===== src/rtl/pwr_seq_pkg.sv =====
// pwr_seq_pkg
//   Shared definitions for the power sequencer: the sequencer state type and a
//   small helper used to size the delay counter.
package pwr_seq_pkg;

    typedef enum logic [1:0] {
        OFF  = 2'd0,
        UP   = 2'd1,
        ON   = 2'd2,
        DOWN = 2'd3
    } pwr_seq_state_e;

    function automatic int max_int(input int a, input int b);
        return (a > b) ? a : b;
    endfunction

endpackage


===== src/rtl/pwr_seq_timer.sv =====
// pwr_seq_timer
//   Terminal-count counter that paces stage steps. Counts up from zero while
//   clear_i is low; tick_o flags the cycle whose count equals limit_i-1, and the
//   counter returns to zero on the following edge, so it never wraps.
// Ports
//   clk_i    : clock, rising edge
//   arst_ni  : asynchronous active-low reset (counter -> 0)
//   clear_i  : hold/force the counter to zero
//   limit_i  : delay in cycles between ticks (>= 1)
//   tick_o   : terminal count reached (decoded from the registered count)
module pwr_seq_timer #(
    parameter int CNT_W = 4
) (
    input  logic             clk_i,
    input  logic             arst_ni,
    input  logic             clear_i,
    input  logic [CNT_W-1:0] limit_i,
    output logic             tick_o
);

    logic [CNT_W-1:0] cnt_q;
    logic [CNT_W-1:0] cnt_d;

    assign tick_o = (cnt_q == (limit_i - CNT_W'(1)));

    always_comb begin
        cnt_d = cnt_q + CNT_W'(1);
        if (clear_i || tick_o) begin
            cnt_d = '0;
        end
    end

    always_ff @(posedge clk_i or negedge arst_ni) begin
        if (!arst_ni) begin
            cnt_q <= '0;
        end else begin
            cnt_q <= cnt_d;
        end
    end

endmodule


===== src/rtl/pwr_seq.sv =====
// pwr_seq
//   Power-rail sequencer. A level request ramps a thermometer-coded set of stage
//   enables up (bit 0 first) or down (bit 0 last), one stage every ON_DELAY or
//   OFF_DELAY cycles. A change of request mid-ramp reverses direction at once,
//   taking priority over a step due on the same edge.
// Ports
//   clk_i    : clock, rising edge
//   arst_ni  : asynchronous active-low reset (state OFF, all stages disabled)
//   req_i    : 1 = power up, 0 = power down
//   en_o     : stage enables, en_o[k] = (k < level)
//   on_o     : fully up (state ON)
//   off_o    : fully down (state OFF)
//   busy_o   : ramping (state UP or DOWN)
module pwr_seq
    import pwr_seq_pkg::*;
#(
    parameter int NUM_STAGES = 4,
    parameter int ON_DELAY   = 10,
    parameter int OFF_DELAY  = 10
) (
    input  logic                  clk_i,
    input  logic                  arst_ni,
    input  logic                  req_i,
    output logic [NUM_STAGES-1:0] en_o,
    output logic                  on_o,
    output logic                  off_o,
    output logic                  busy_o
);

    localparam int CNT_W = $clog2(max_int(ON_DELAY, OFF_DELAY) + 1);
    localparam int LVL_W = $clog2(NUM_STAGES + 1);

    localparam logic [CNT_W-1:0] ON_LIMIT  = CNT_W'(ON_DELAY);
    localparam logic [CNT_W-1:0] OFF_LIMIT = CNT_W'(OFF_DELAY);
    localparam logic [LVL_W-1:0] LVL_FULL  = LVL_W'(NUM_STAGES);
    localparam logic [LVL_W-1:0] LVL_ONE   = LVL_W'(1);

    pwr_seq_state_e   state_q, state_d;
    logic [LVL_W-1:0] level_q, level_d;

    logic             run;
    logic             tick;
    logic [CNT_W-1:0] limit;

    // The counter only runs while continuing in the current ramp direction;
    // any other state or a reversal holds it at zero, so a fresh ramp always
    // starts counting from 0.
    pwr_seq_timer #(
        .CNT_W (CNT_W)
    ) u_timer (
        .clk_i   (clk_i),
        .arst_ni (arst_ni),
        .clear_i (!run),
        .limit_i (limit),
        .tick_o  (tick)
    );

    assign limit = (state_q == DOWN) ? OFF_LIMIT : ON_LIMIT;

    always_comb begin
        state_d = state_q;
        level_d = level_q;
        run     = 1'b0;
        unique case (state_q)
            OFF: begin
                if (req_i) begin
                    state_d = UP;
                end
            end
            UP: begin
                if (!req_i) begin
                    // Reversal wins over any step due on this edge.
                    state_d = (level_q == '0) ? OFF : DOWN;
                end else begin
                    run = 1'b1;
                    if (tick) begin
                        level_d = level_q + LVL_ONE;
                        if (level_d == LVL_FULL) begin
                            state_d = ON;
                        end
                    end
                end
            end
            ON: begin
                if (!req_i) begin
                    state_d = DOWN;
                end
            end
            DOWN: begin
                if (req_i) begin
                    state_d = (level_q == LVL_FULL) ? ON : UP;
                end else begin
                    run = 1'b1;
                    if (tick) begin
                        level_d = level_q - LVL_ONE;
                        if (level_d == '0) begin
                            state_d = OFF;
                        end
                    end
                end
            end
            default: begin
                state_d = OFF;
                level_d = '0;
            end
        endcase
    end

    always_ff @(posedge clk_i or negedge arst_ni) begin
        if (!arst_ni) begin
            state_q <= OFF;
            level_q <= '0;
        end else begin
            state_q <= state_d;
            level_q <= level_d;
        end
    end

    // Outputs decode registered state only; req_i never reaches them directly.
    always_comb begin
        en_o = '0;
        for (int k = 0; k < NUM_STAGES; k++) begin
            en_o[k] = (LVL_W'(k) < level_q);
        end
    end

    assign on_o   = (state_q == ON);
    assign off_o  = (state_q == OFF);
    assign busy_o = (state_q == UP) || (state_q == DOWN);

endmodule


===== config.mk =====
export PLATFORM = sky130hd
export DESIGN_NAME = pwr_seq
export DESIGN_NICKNAME = d
export VERILOG_FILES = /design/src/rtl/pwr_seq_pkg.sv /design/src/rtl/pwr_seq_timer.sv /design/src/rtl/pwr_seq.sv
export SDC_FILE = /design/constraint.sdc
export NUM_CORES = 1
export LEC_CHECK = 0
export BUFFER_PORTS_ARGS = -buffer_cell sky130_fd_sc_hd__buf_2
export CORE_AREA = 5 5 42 44
export CTS_CLUSTER_DIAMETER = 150
export CTS_CLUSTER_SIZE = 20
export DETAILED_ROUTE_END_ITERATION = 12
export DIE_AREA = 0 0 47 49
export GPL_ROUTABILITY_DRIVEN = 0
export PLACE_DENSITY_LB_ADDON = 0.25
export SLEW_MARGIN = 20
export SYNTH_ARGS = -nofsm -noshare
export SYNTH_HDL_FRONTEND = slang
export SYNTH_SLANG_ARGS = --single-unit
export TNS_END_PERCENT = 100

===== constraint.sdc =====
create_clock -name clk_i -period 2.3 [get_ports clk_i]
set_input_delay 0.115 -clock clk_i [delete_from_list [all_inputs] [get_ports clk_i]]
set_output_delay 0.115 -clock clk_i [all_outputs]
set_load 0.02 [all_outputs]

Yosys cells after proc, flatten, opt, wreduce, memory -nomap -nowiden. Index checks and enable logic that the tools add are counted.

Flip-flop bits (word level): 9. Bits of input ports: 3. Output and inout port bits: 7. Word-level logic and storage cells: 55.

Add/subtract/negate cells: 3. Magnitude comparators: 4. Equal/unequal tests: 16. Muxes and demuxes: 20. Reduce and logical (&&, ||, !) cells: 9.

Operators by type and width (number): 2-to-1 mux 2 bit (10); 2-to-1 mux 3 bit (4); != test 3 x 2 -> 1 bit (second input constant) (3); != test 2 bit (second input constant) (4); one-hot mux 2 bit (4 select lines) (1); == test 3 bit (second input constant) (2); zero test 3 bit (2); less-than comparator 1 x 3 -> 1 bit (first input constant) (2); less-than comparator 2 x 3 -> 1 bit (first input constant) (2); one-hot mux 3 bit (2 select lines) (1); AND reduction 6 bit (1); AND reduction 5 bit (1); adder 4 x 1 -> 4 bit (second input constant) (1); == test 2 bit (second input constant) (2); == test 4 bit (second input constant) (1); 2-to-1 mux 4 bit (1); != test 2 x 1 -> 1 bit (second input constant) (2); adder 3 x 1 -> 3 bit (second input constant) (1); != test 3 bit (second input constant) (1); subtractor 3 x 1 -> 3 bit (second input constant) (1); == test 2 x 1 -> 1 bit (second input constant) (1); zero test 2 bit (1); logical OR 1 bit (2); 2-to-1 mux 1 bit (2); 3 further kinds (3).

Logic depth before layout (Yosys ltp). Gate-level depths: netlist (run 1).

Depth in word-level cells: 6. Depth in mapped cells: 6. Gate-level depth less buffers: 6.

Modules after synthesis. From an unflattened synthesis (run 1), not the netlist that was laid out.

Cells, all modules: 81. Area total of the unflattened synthesis: 782.0 um2.

By module, submodules not included: pwr_seq (times used 1, cells each 57, area each 506.7 um2); pwr_seq_timer (times used 1, cells each 24, area each 275.3 um2).

Worst setup path after synthesis (run 1). No wires, ideal clock.

Path type: register to register. Start point: reg level_q[0]. End point: reg state_q[1]. Data arrival time: 1598 ps. Data required time: 2174 ps. Path slack: 576 ps. Cell stages (with the launch flop): 7. Path buffers: 0. Period minus slack after synthesis: 1724 ps. Cells stage by stage: dfrtp_1 -> inv_1 -> ha_1 -> or3b_1 -> a21oi_1 -> nor3_1 -> o32a_1.

Longest elaborated chain between the ends: 4.

Ends and longest elaborated chain: from (decl) (RTL line pwr_seq.sv:39) `logic [LVL_W-1:0] level_q, level_d;`; from (signal assigned) (RTL line pwr_seq.sv:115) `level_q <= level_d;`; adder 3 x 1 -> 3 bit, or another cell as far along (RTL line pwr_seq.sv:77) `level_d = level_q + LVL_ONE;`; == test 3 bit, or another cell as far along (RTL line pwr_seq.sv:78) `if (level_d == LVL_FULL) begin`; != test 3 bit (no source line), or another cell as far along; AND reduction 6 bit (no source line) / one-hot mux 2 bit (4 select lines) (equally long branches); to (signal assigned) (RTL line pwr_seq.sv:114) `state_q <= state_d;`; to (decl) (RTL line pwr_seq.sv:38) `pwr_seq_state_e state_q, state_d;`.

Several ways; a longest one is shown, not always the timed one. A chain may end at the register's enable or synchronous reset.

Worst setup path in the final report (run 1). Ends and elaborated chain as after synthesis.

==> reports/qor.csv, run 1 <==
metric;value;unit
Top Ports;10;
FF+latch count, synth;9;
Port-buffer cells;9;
Net Sw Power;0.000273;W
Syn. warnings;0;
Synth Area in Adders;15.3;%
ranking of synthesized cells by area;dfrtp_1, ha_1, xnor2_1;
mux share of post-synthesis cell area;0;%
nets@finish;92;
vias per cell;5.14;
Cell Int Power;0.000386;W
die width;47;µm
CTS tree;done;
status;complete, no violations;
drt wl/cell;12.0;µm
Logic pwr share;44.4;%
initial core utilization;46.7;%
antenna cell count;0;
arrival time at the worst endpoint;1.97;ns
Inserted Clock Buffers;3;
H-tree depth;1;
post-synth cell types;28;
worst hold path class;in2async;
Core Rows;14;
pwr/cell area;905;nW/µm²
GRT Util Overall;12.7;%
post-CTS setup buffers;0;
crit-path cells;inv_1 > ha_1 > or3b_1 > a21oi_1 > nor3_1 > o32a_1;
Post-Syn Area;654;µm²
max incr delay on CP;0.41;ns
Leak;0.348;nW
Area growth syn-to-layout;11.3;%
share of layout cells above drive strength 1;16.3;%
critical path class;reg2reg;
Max Slew Vio Count;0;
Post-CTS Resized;0;
compound-cell area share of the yosys netlist;18.4;%
post-placement cell area;692;µm²
RSZ-0062 raised after global routing;false;
Highest Clock Rate;548;MHz
minimum clock period;1.82;ns
initial antenna violation count;0;
CP top delay family;compound AO/OA/AOI/OAI gates;
synthesized netlist cell count;70;
Synth Area in Simple Gates;16.3;%
DR vias;493;
Max VDD drop;0.482;mV
multi-input logic area;379;µm²
Hold WS;0.227;ns
Worst-Margin Slew;0.293;ns
Clk pwr share;18.8;%
die area;2300;µm²
fin area;728;µm²
total negative slack;0;ns
Final period util;79.3;%
clock sink count;9;
cts hold-fix bufs;1;
Die H;49;µm
vias in the first global route;481;
CP required;2.45;ns
Core Region;1400;µm²
syn_area_per_cell;9.35;µm²
sequential fraction of the synthesis area;34.4;%
drt pass-1 iters;4;
Max Buffers Root-to-Sink;2;
Worst Setup End Kind;flip-flop;
Filler cells;140;
DRT antenna net count;0;
first-pass GRT wire length;2090;µm
max-cap viol count;0;
DP Wirelength;895;µm
Skew-Pair Late Insertion Delay;0.26;ns
DRC Markers;0;
Post-Syn Nets;81;
crit path buf inv count;1;
Yosys top cell by area;dfrtp_1;
# setup viols final;0;
slew margin rel.;80.4;%
switching share of total power;41.5;%
global route overflow;0;
XOR/XNOR Fraction of Synth Area;8.03;%
largest net degree at the start of global routing;11;
final WL;1150;µm
clock-pin slew on the worst setup and hold paths;0.06;ns
main combinational cell family by area after synthesis;compound AO/OA/AOI/OAI gates;
DRT iter0 DRCs;5;
crit-path max FO;5;
Slowest-stage cell, CP;dfrtp_1;
register area;225;µm²
Reg power frac;36.9;%
CP startpoint kind;flip-flop;
root buffer cell;clkbuf_4;
Final Hold Fails;0;
Synth top area share;34.4;%
setup clock skew after layout;0.00501;ns
## sequential cells by signal, indices dropped and copies added (netlist names)
| name | flops |
|---|---|
| level_q | 3 |
| u_timer.cnt_q | 4 |
| state_q | 2 |
## metrics by stage
step                      setup slack, ns  instances  total power (W)  util, %
after detailed placement            0.490         91         0.000539     49.4
after CTS                           0.473         96         0.000674     52.0
after global routing                0.346         96         0.000725     52.0
after floorplan                     0.576         70         0.000496        -
after global placement              0.542         91         0.000537     49.4
final                               0.477         96         0.000659     52.0
## worst register-to-register path, stage by stage, from the launching register on
cell and delay [ns]:
dfrtp_1 0.41, inv_1 0.16, ha_1 0.22, or3b_1 0.35, a21oi_1 0.15, nor3_1 0.06
o32a_1 0.35
## synthesized netlist by cell type, drive strengths merged
master  count
o21bai      1
buf         3
a21oi       6
nor2b       1
o21ai       3
a21boi      1
dfrtp       9
nor3b       2
o31a        2
nand3b      1
nand2       5
nand3       3
a31oi       1
xnor2       4
a22o        1
nor2        5
nor3        1
ha          8
a211o       2
inv         6
xor2        2
or3b        1
o32a        1
clkbuf      1
## cell families after synthesis
group	after synthesis
buffers and inverters	10
xor gates and xnor gates	6
adders and majority gates	8
AOI/OAI and AO/OA	18
and+or+nand+nor	19
DFF	9
## power by group through the flow
stage,Sequential (W),Clock (W),Combinational (W)
floorplan,0.000211,0,0.000285
global placement,0.000246,0,0.000291
detailed placement,0.000246,0,0.000293
CTS,0.000244,0.000133,0.000297
global route,0.000253,0.000140,0.000332
finish,0.000243,0.000124,0.000292
## worst paths after layout
path / start / endpoint / slack, ns / cells past startpoint
min: arst_ni / u_timer.cnt_q[0] / 0.23 / 2
max reg2reg: level_q[0] / state_q[1] / 0.48 / 6
max in group asynchronous: arst_ni / state_q[0] / 1.89 / 2
min in group clk_i: req_i / state_q[0] / 0.33 / 4
max: level_q[0] / state_q[1] / 0.48 / 6
min reg2reg: u_timer.cnt_q[0] / u_timer.cnt_q[0] / 0.49 / 1
## layer usage
metal	GRT usage [%]	up-vias	share of wire, %
li1	-	262	-
met1	17.3	216	49
met2	17.0	10	42
met3	2.21	5	5.0
met4	9.68	0	3.8
met5	0	-	0
## layout by cell type, fill, tap and decap left out, drive strengths merged
cell type and n:
o21ai 3, nor2b 1, xor2 2, buf 9, ha 8, nor3b 2, xnor2 4, nand3b 1
or3b 1, a21boi 1, a22o 1, o21bai 1, nor3 1, dlygate4sd3 1, nand2 5, nand3 3
nor2 5, a211o 2, o31a 2, inv 6, o32a 1, dfrtp 9, a31oi 1, clkbuf 4
a21oi 6
## final cells by class
type	count	area share (%)
clock buffer	4	3.61
timing repair buffer	10	7.56
tap	16	2.75
multi-input combinational	51	52.1
inverter	6	3.09
sequential	9	30.9
No activity file was read; power rests on OpenSTA's default activity.
==> run 2: changes to the inputs <==
==> constraint.sdc (replaced) <==
create_clock -name clk_i -period 1.9 [get_ports clk_i]
set_input_delay 0.095 -clock clk_i [delete_from_list [all_inputs] [get_ports clk_i]]
set_output_delay 0.095 -clock clk_i [all_outputs]
set_load 0.02 [all_outputs]
==> run 2 against run 1 <==
Against the previous run:
- setup slack worse by 0.36 ns
- count of clock-buffer cells in the layout unchanged
- cell area increased by 1.0%
- register-to-register slack worse by 0.36 ns
- largest power group unchanged
- first-iteration DRC count up 60%
- combinational power increased by 21%
- global-route usage decreased by 1.1 points
- routed wire length decreased by 3.7%
- sequential power up 21%
- clock skew down 0.0039 ns
- critical path depth did not move
- core utilization rose by 0.54 points
==> reports/qor.csv, run 2 (same netlist as run 1, synthesis figures left out) <==
metric;value;unit;change
status;complete, no violations;;
RSZ-0062 raised after global routing;false;;
Most Crowded Layer GR;met1;;
DRT antenna net count;0;;unchanged
Filler cells;137;;-2.1%
Reg with most FFs;u_timer.cnt_q;;
vias in the first global route;474;;-1.5%
Worst Setup End Kind;flip-flop;;
initial antenna violation count;0;;unchanged
die area;2300;µm²;unchanged
global route overflow;0;;unchanged
vias per cell;5.13;;about the same
Highest Clock Rate;562;MHz;+2.4%
Worst-Margin Slew;0.294;ns;+0.000277 ns
largest net degree at the start of global routing;11;;unchanged
Largest register FFs;4;;unchanged
Die H;49;µm;unchanged
Max VDD drop;0.510;mV;+5.8%
Leak;0.352;nW;+1.1%
max-cap viol count;0;;unchanged
setup clock skew after layout;0.00107;ns;-0.00394 ns
Final period util;93.7;%;+14 points
DRC Markers;0;;unchanged
Inserted Clock Buffers;3;;unchanged
met1 usage;16.5;%;-0.83 points
crit path buf inv count;1;;unchanged
nets@finish;93;;+1.1%
clock sink count;9;;unchanged
Core Region;1400;µm²;unchanged
max incr delay on CP;0.42;ns;about the same
DR vias;498;;+1.0%
clock-pin slew on the worst setup and hold paths;0.06;ns;about the same
arrival time at the worst endpoint;1.92;ns;-0.05 ns
Skew-Pair Late Insertion Delay;0.25;ns;about the same
# setup viols final;0;;unchanged
PnR worst setup slack;0.119;ns;-0.358 ns
Final Hold Fails;0;;unchanged
crit-path cells;inv_2 > ha_1 > or3b_1 > a21oi_1 > nor3_1 > o32a_1;;
r2r setup slk;0.12;ns;-0.36 ns
share of layout cells above drive strength 1;18.5;%;+2.3 points
pwr/cell area;1080;nW/µm²;+19%
minimum clock period;1.78;ns;-0.0424 ns
critical path class;reg2reg;;
antenna cell count;0;;unchanged
CTS tree;done;;
Max Buffers Root-to-Sink;2;;unchanged
total negative slack;0;ns;unchanged
first-pass GRT wire length;1970;µm;-5.6%
most frequent cells in the layout;buf_2, dfrtp_1, ha_1;;
Max Slew Vio Count;0;;unchanged
DP Wirelength;863;µm;-3.5%
Area growth syn-to-layout;12.4;%;
met3 Use GR;3.32;%;+1.1 points
final WL;1110;µm;-3.7%
CP startpoint kind;flip-flop;;
crit-path max FO;5;;unchanged
DRT iter0 DRCs;8;;+3
initial core utilization;46.7;%;unchanged
Top Ports;10;;unchanged
drt wl/cell;11.4;µm;-4.7%
CP required;2.04;ns;-0.41 ns
met2 usage;15.8;%;-1.1 points
root buffer cell;clkbuf_4;;
slew margin rel.;80.4;%;about the same
Slowest-stage cell, CP;dfrtp_1;;
CP top delay family;compound AO/OA/AOI/OAI gates;;
Largest regs;u_timer.cnt_q x4, level_q x3, state_q x2;;
final core utilization;52.5;%;+0.54 points
Core Rows;14;;unchanged
worst slack at placement;0.0705;ns;-0.419 ns
GRT Util Overall;11.6;%;-1.1 points
Port-buffer cells;9;;unchanged
die width;47;µm;unchanged
drt pass-1 iters;4;;unchanged
H-tree depth;1;;unchanged
worst hold path class;in2async;;
==> run 2: cell types whose count changed in the layout (fill, tap and decap cells not counted), sizes merged <==
cell / previous run / this run
buf: 9 / 10
==> run 2: power breakdown <==
part | total, W | internal (W) | switching (W) | leakage (nW)
Combinational | 0.000354 | 0.000155 | 0.000199 | 0.224
Sequential | 0.000294 | 0.000232 | 0.0000623 | 0.113
Clock | 0.000143 | 0.0000807 | 0.0000628 | 0.0150
Total | 0.000791 | 0.000467 | 0.000324 | 0.352
==> run 2: layout make-up <==
| cell class | instances | area (µm²) | share of cell area [%] |
|---|---|---|---|
| Multi-Input combinational cell | 51 | 379 | 51.5 |
| Sequential cell | 9 | 225 | 30.6 |
| Timing Repair Buffer | 11 | 62.6 | 8.50 |
| Clock buffer | 4 | 26.3 | 3.57 |
| Inverter | 6 | 22.5 | 3.06 |
| Tap cell | 16 | 20.0 | 2.72 |
==> run 2: metal layers <==
metal / up-vias / share of wire [%]
met4: 0 / 1.3
met2: 5 / 45
met5: - / 0
met1: 231 / 50
met3: 2 / 4.3
li1: 260 / -
==> run 2: path summary, 6_finish.rpt <==
check | start | endpoint | depth (start not counted)
min | arst_ni | u_timer.cnt_q[0] | 2
max in group asynchronous | arst_ni | state_q[0] | 2
max reg2reg | level_q[0] | state_q[1] | 6
max | level_q[0] | state_q[1] | 6
min in group clk_i | req_i | state_q[0] | 4
min reg2reg | u_timer.cnt_q[0] | u_timer.cnt_q[0] | 1
==> run 2: worst register-to-register path, cell delays in order (launching register included) <==
cell     delay [ns]
dfrtp_1        0.42
inv_2          0.11
ha_1           0.21
or3b_1         0.35
a21oi_1        0.16
nor3_1         0.07
o32a_1         0.34
==> run 2: what timing repair did <==
item                                   4_1_cts  5_1_grt
hold buffers                                 1        0
buffers inserted                             0        0
endpoints found under the hold margin        9        0
gates resized for setup                      0        1
setup endpoints to repair                    0        1
==> run 2: metrics by stage <==
stage | hold slack [ns] | cells | area [µm²] | power, W
5_1_grt | 0.231 | 97 | 736 | 0.000870
3_5_place_dp | -0.0420 | 92 | 699 | 0.000653
2_1_floorplan | -0.201 | 70 | 654 | 0.000601
3_3_place_gp | -0.0435 | 92 | 699 | 0.000654
4_1_cts | 0.215 | 97 | 736 | 0.000806
6_report | 0.222 | 97 | 736 | 0.000791
